## src/rtl/cnt_seq.sv

```systemverilog
// cnt_seq: command sequencer and shadow checker for a 4-bit up/down counter.
// Drives the counter through clear, load and run, counts its CO pulses, and
// keeps a shadow copy of the expected Q to flag any divergence.
module cnt_seq (
    input  logic       CLK,
    input  logic       MR,
    input  logic       START,
    input  logic       DIR,
    input  logic [3:0] START_VAL,
    input  logic [3:0] NUM_TC,
    input  logic       PAUSE,
    input  logic [3:0] Q_IN,
    input  logic       CO_IN,
    output logic       C_MR,
    output logic       C_Load,
    output logic       C_EN,
    output logic       C_Up_Dn,
    output logic [3:0] C_D,
    output logic       BUSY,
    output logic       DONE,
    output logic       ERR,
    output logic [3:0] TC_CNT
);

    typedef enum logic [2:0] {
        S_IDLE,
        S_CLEAR,
        S_LOAD,
        S_RUN,
        S_DONE
    } state_t;

    state_t     state;
    logic       dir_lat;
    logic [3:0] start_val_lat;
    logic [3:0] num_tc_lat;
    logic [3:0] exp_q;
    logic [3:0] tc_next;
    logic       tc_pulse;
    logic       tc_last;
    logic       check_en;

    // A CO pulse only counts when we were actually enabling the counter.
    // NUM_TC of 0 naturally ends on the 16th pulse because tc_next wraps.
    assign tc_next  = TC_CNT + 4'd1;
    assign tc_pulse = CO_IN & C_EN;
    assign tc_last  = tc_pulse & (tc_next == num_tc_lat);
    assign check_en = (state == S_RUN) || (state == S_DONE);

    // Sequencer: every control output is registered alongside the state it belongs to.
    always_ff @(posedge CLK) begin
        if (MR) begin
            state         <= S_IDLE;
            C_MR          <= 1'b0;
            C_Load        <= 1'b1;
            C_EN          <= 1'b0;
            C_Up_Dn       <= 1'b0;
            C_D           <= 4'd0;
            BUSY          <= 1'b0;
            DONE          <= 1'b0;
            ERR           <= 1'b0;
            TC_CNT        <= 4'd0;
            dir_lat       <= 1'b0;
            start_val_lat <= 4'd0;
            num_tc_lat    <= 4'd0;
        end else begin
            if (check_en && (Q_IN != exp_q)) begin
                ERR <= 1'b1;
            end
            case (state)
                S_IDLE: begin
                    C_MR    <= 1'b0;
                    C_Load  <= 1'b1;
                    C_EN    <= 1'b0;
                    C_Up_Dn <= 1'b0;
                    C_D     <= 4'd0;
                    DONE    <= 1'b0;
                    BUSY    <= 1'b0;
                    if (START) begin
                        dir_lat       <= DIR;
                        start_val_lat <= START_VAL;
                        num_tc_lat    <= NUM_TC;
                        ERR           <= 1'b0;
                        TC_CNT        <= 4'd0;
                        C_MR          <= 1'b1;
                        BUSY          <= 1'b1;
                        state         <= S_CLEAR;
                    end
                end
                S_CLEAR: begin
                    C_MR    <= 1'b0;
                    C_Load  <= 1'b0;
                    C_D     <= start_val_lat;
                    C_Up_Dn <= dir_lat;
                    state   <= S_LOAD;
                end
                S_LOAD: begin
                    C_Load <= 1'b1;
                    C_D    <= 4'd0;
                    C_EN   <= ~PAUSE;
                    state  <= S_RUN;
                end
                S_RUN: begin
                    if (tc_pulse) begin
                        TC_CNT <= tc_next;
                    end
                    // The terminal pulse stops the counter even if PAUSE is also high.
                    if (tc_last) begin
                        C_EN  <= 1'b0;
                        DONE  <= 1'b1;
                        state <= S_DONE;
                    end else begin
                        C_EN <= ~PAUSE;
                    end
                end
                S_DONE: begin
                    DONE    <= 1'b0;
                    BUSY    <= 1'b0;
                    C_Up_Dn <= 1'b0;
                    state   <= S_IDLE;
                end
                default: begin
                    state <= S_IDLE;
                end
            endcase
        end
    end

    // Shadow counter: applies our own registered commands with the counter's priority.
    always_ff @(posedge CLK) begin
        if (MR) begin
            exp_q <= 4'd0;
        end else if (C_MR) begin
            exp_q <= 4'd0;
        end else if (!C_Load) begin
            exp_q <= C_D;
        end else if (C_EN) begin
            exp_q <= C_Up_Dn ? (exp_q + 4'd1) : (exp_q - 4'd1);
        end
    end

endmodule

```

## config.mk

```make
export PLATFORM = sky130hd
export DESIGN_NAME = cnt_seq
export DESIGN_NICKNAME = d
export VERILOG_FILES = /design/src/rtl/cnt_seq.sv
export SDC_FILE = /design/constraint.sdc
export NUM_CORES = 1
export LEC_CHECK = 0
export ABC_AREA = 1
export CORE_ASPECT_RATIO = 0.9
export CORE_MARGIN = 3
export CORE_UTILIZATION = 53
export DETAILED_ROUTE_END_ITERATION = 6
export HOLD_SLACK_MARGIN = 0.12
export PLACE_DENSITY = 0.84
export SLEW_MARGIN = 20
export SYNTH_ARGS = -nofsm -noshare
export SYNTH_HDL_FRONTEND = slang
export SYNTH_SLANG_ARGS = --single-unit
```

## constraint.sdc

```tcl
create_clock -name CLK -period 2.7 [get_ports CLK]
set_input_delay 0.405 -clock CLK [delete_from_list [all_inputs] [get_ports CLK]]
set_output_delay 0.405 -clock CLK [all_outputs]
set_load 0.1 [all_outputs]
```

==> reports/results.tsv <==
stage	metric	value	unit
synth	Yosys top cell by area	sky130_fd_sc_hd__dfxtp_1	
floorplan	width of the die	61.8	µm
sta	Min Hold Slack	0.463	ns
floorplan	area inside the core boundary	2550	µm²
sta	final setup skew	0.00929	ns
clock_network	setup repair bufs after CTS	0	
floorplan	Rows	17	
layout	number of nets in the layout	255	
clock_network	clock tree from TritonCTS	yes	
setup_path	critical path startpoint category	flip-flop	
floorplan	height of the die	56.2	µm
setup_path	cell class contributing the biggest share of worst-path delay	flip-flops	
clock_network	Clock H-tree levels	2	
synth	main area contributors after synthesis	sky130_fd_sc_hd__dfxtp_1 42%, sky130_fd_sc_hd__nand2_1 10%, sky130_fd_sc_hd__inv_1 8.4%	
setup_path	maximum cell stage delay along the critical path	0.49	ns
clock_network	CTS buffer count	5	
synth	Most used DFF post-synth	sky130_fd_sc_hd__dfxtp_1	
layout	final instance area	1840	µm²
sta	setup slack of the critical path after layout	1.12	ns
setup_path	series of cell instances along the critical path	buf_4	
drt	First-pass DRT Iterations	4	
synth	combined area of all synthesized cells	1480	µm²
sta	hold violation total from the final report	0	
global_route	vias in the first global route	1314	
power	power density over the cells	560	nW/µm²
flow_run	count of max-cap constraint violations	0	
synth	most frequent cells after synthesis	40 x sky130_fd_sc_hd__nand2_1, 33 x sky130_fd_sc_hd__inv_1, 31 x sky130_fd_sc_hd__dfxtp_1, 20 x sky130_fd_sc_hd__a21oi_1, 16 x sky130_fd_sc_hd__nand3_1	
clock_network	clock root buffer master	sky130_fd_sc_hd__clkbuf_4	
place	Detailed Place HPWL	2.59	mm
sta	measured slew at the worst slew-check pin	0.472	ns
synth	Seq/Total Area, Yosys	0.419	
global_route	antenna violations before repair	0	
synth	number of synthesized flops with an enable pin	0	
hold_path	class of the most critical hold timing path	flip-flop to flip-flop	
drt	count of vias placed by the detailed router	1428	
drt	final wirelength	3.43	mm
place	total placed instance area	1770	µm²
synth	Synth Net Count	220	
global_route	global route total overflow	0	
sta	unrepaired setup endpoints after global routing	no	
synth	register bit total from synthesis	31	
synth	most common cell in the netlist	sky130_fd_sc_hd__nand2_1	
setup_path	worst endpoint data arrival time	1.18	ns
clock_network	clock-pin slew on the worst setup and hold paths	0.10	ns
power	worst IR drop on VDD	513	µV
sta	worst max-slew margin expressed relative to the limit	0.684	
global_route	total track usage	0.219	
layout	filler cell count in the final layout	203	
clock_network	Hold Buf Count CTS	0	
layout	layout overhead on the synthesized area	24.1	%
global_route	largest net degree at the start of global routing	21	
layout	number of antenna diodes	0	
drt	total DRC errors in the routed layout	0	
place	Port Buffer Count	32	
setup_path	type of the setup path with the least slack	flip-flop to output pin	
place	Placer Congestion	0.846	
setup_path	required time at the endpoint of the critical path	2.30	ns
sta	max-slew violation total from the final report	0	
clock_network	clock latency on the worst-skew pair	0.33	ns
sta	crit share post-route	0.585	
drt	post-detailed-route via-to-cell ratio	5.45	
sta	Final TNS setup	0	ns
synth	Ys Warns	0	
floorplan	area of the die	3470	µm²
setup_path	WP buf/inv	1	
setup_path	Crit Path Max Fanout	8	
clock_network	count of cells resized by post-cts repair	0	
floorplan	I/O pin count	33	
status	result of the run	complete, no violations	
global_route	wire length of the first global-routing pass	5.63	mm
setup_path	kind of end point of the critical path	output pin	
synth	synthesized area per cell	7.49	µm²
place	Worst Setup Slack post-DPL	0.837	ns
sta	final setup fails	0	
floorplan	Starting Density	0.581	
layout	proportion of layout cells with a drive suffix above 1	0.132	
drt	detailed router's first-iteration violation count	86	
synth	share of synthesized registers carrying an async set or reset	0	
sta	shortest clock period the worst path allows after layout	1.58	ns
synth	share of Yosys cell area claimed by the top area cell type	0.419	
clock_network	Sinks on Clock Net	31	
power	Static Leak	0.798	nW
synth	cell count after synthesis	198	
drt	residual antenna-violating net count after detailed routing	0	
synth	number of unique standard cell types used by synthesis	30	
sta	highest attainable clock frequency	633	MHz
setup_path	slowest stage cell on the critical path	sky130_fd_sc_hd__dfxtp_1	
drt	detailed-route wire length per cell	13.1	µm
clock_network	deepest clock path buffer count	2	
## cells in the final DEF, fill, tap and decap left out, types with 2 or more instances in the layout
cell	Yosys	routed
sky130_fd_sc_hd__nand2_1	40	40
sky130_fd_sc_hd__inv_1	33	33
sky130_fd_sc_hd__dfxtp_1	31	31
sky130_fd_sc_hd__a21oi_1	20	20
sky130_fd_sc_hd__clkdlybuf4s50_1	0	17
sky130_fd_sc_hd__nand3_1	16	16
sky130_fd_sc_hd__buf_4	0	15
sky130_fd_sc_hd__o21ai_0	12	12
sky130_fd_sc_hd__nor2_1	5	5
sky130_fd_sc_hd__clkbuf_4	0	5
sky130_fd_sc_hd__o32ai_1	4	4
sky130_fd_sc_hd__xnor2_1	4	4
sky130_fd_sc_hd__o211ai_1	3	3
sky130_fd_sc_hd__nand4_1	3	3
sky130_fd_sc_hd__ha_1	3	3
sky130_fd_sc_hd__nand2_2	2	2
sky130_fd_sc_hd__inv_2	2	2
sky130_fd_sc_hd__xor2_1	2	2
sky130_fd_sc_hd__o22ai_1	2	2
sky130_fd_sc_hd__clkbuf_8	0	2
## where the power goes
part | internal, mW | total [mW] | switching [mW]
clock network | 0.153 | 0.310 | 0.157
registers | 0.485 | 0.505 | 0.0195
logic | 0.0742 | 0.215 | 0.141
## path summary, 6_finish.rpt
kind	startpoint	endpoint	slack [ns]	depth (start not counted)
hold / removal	start_val_lat[0]$_SDFFE_PP0P_	start_val_lat[0]$_SDFFE_PP0P_	0.46	2
setup / recovery	TC_CNT[2]$_SDFFE_PP0P_	TC_CNT[2]	1.12	1
setup reg to reg	TC_CNT[0]$_SDFFE_PP0P_	DONE$_SDFFE_PP0P_	1.12	6
hold reg to reg	start_val_lat[0]$_SDFFE_PP0P_	start_val_lat[0]$_SDFFE_PP0P_	0.46	2
## layer usage
metal,global-route usage,wire (µm),vias to the layer above
li1,-,-,721
met1,0.255,1520,650
met2,0.359,1650,46
met3,0.0673,179,11
met4,0.0939,79,0
met5,0,0,-
## through the flow
stage                     utilization  cells  power [mW]
final                           0.721    262        1.03
after global routing            0.721    262        1.08
after CTS                       0.721    262        1.03
after detailed placement        0.694    254       0.730
after global placement          0.694    254       0.724
after floorplan                     -    198       0.674
## sequential cells by signal (all words and copies together), names as in the netlist, 3 cells and up
register,flops
start_val_lat,4
C_D,4
exp_q,4
state,3
num_tc_lat,4
TC_CNT,4
## area by class of cell
| type | instances | area (µm²) | share of cell area |
|---|---|---|---|
| Inverter | 36 | 138 | 0.0748 |
| Multi-Input combinational cell | 127 | 694 | 0.378 |
| Clock buffer | 8 | 68.8 | 0.0374 |
| Sequential cell | 31 | 621 | 0.337 |
| Tap cell | 28 | 35.0 | 0.0190 |
| Timing Repair Buffer | 32 | 283 | 0.154 |
## logic make-up after synthesis
| group | share of synthesized area |
|---|---|
| AOI/OAI and AO/OA | 0.174 |
| xor gates and xnor gates | 0.0354 |
| adders and majority gates | 0.0388 |
| buffers and inverters | 0.113 |
| DFF | 0.419 |
| and+or+nand+nor | 0.220 |
## tightest hold or removal path, delay by kind of cell, from the launching register on
| family | cells | cell delay [ns] |
|---|---|---|
| flops | 1 | 0.31 |
| buf+inv | 1 | 0.06 |
| compound gates | 1 | 0.06 |
(Power assumes the default switching activity.)
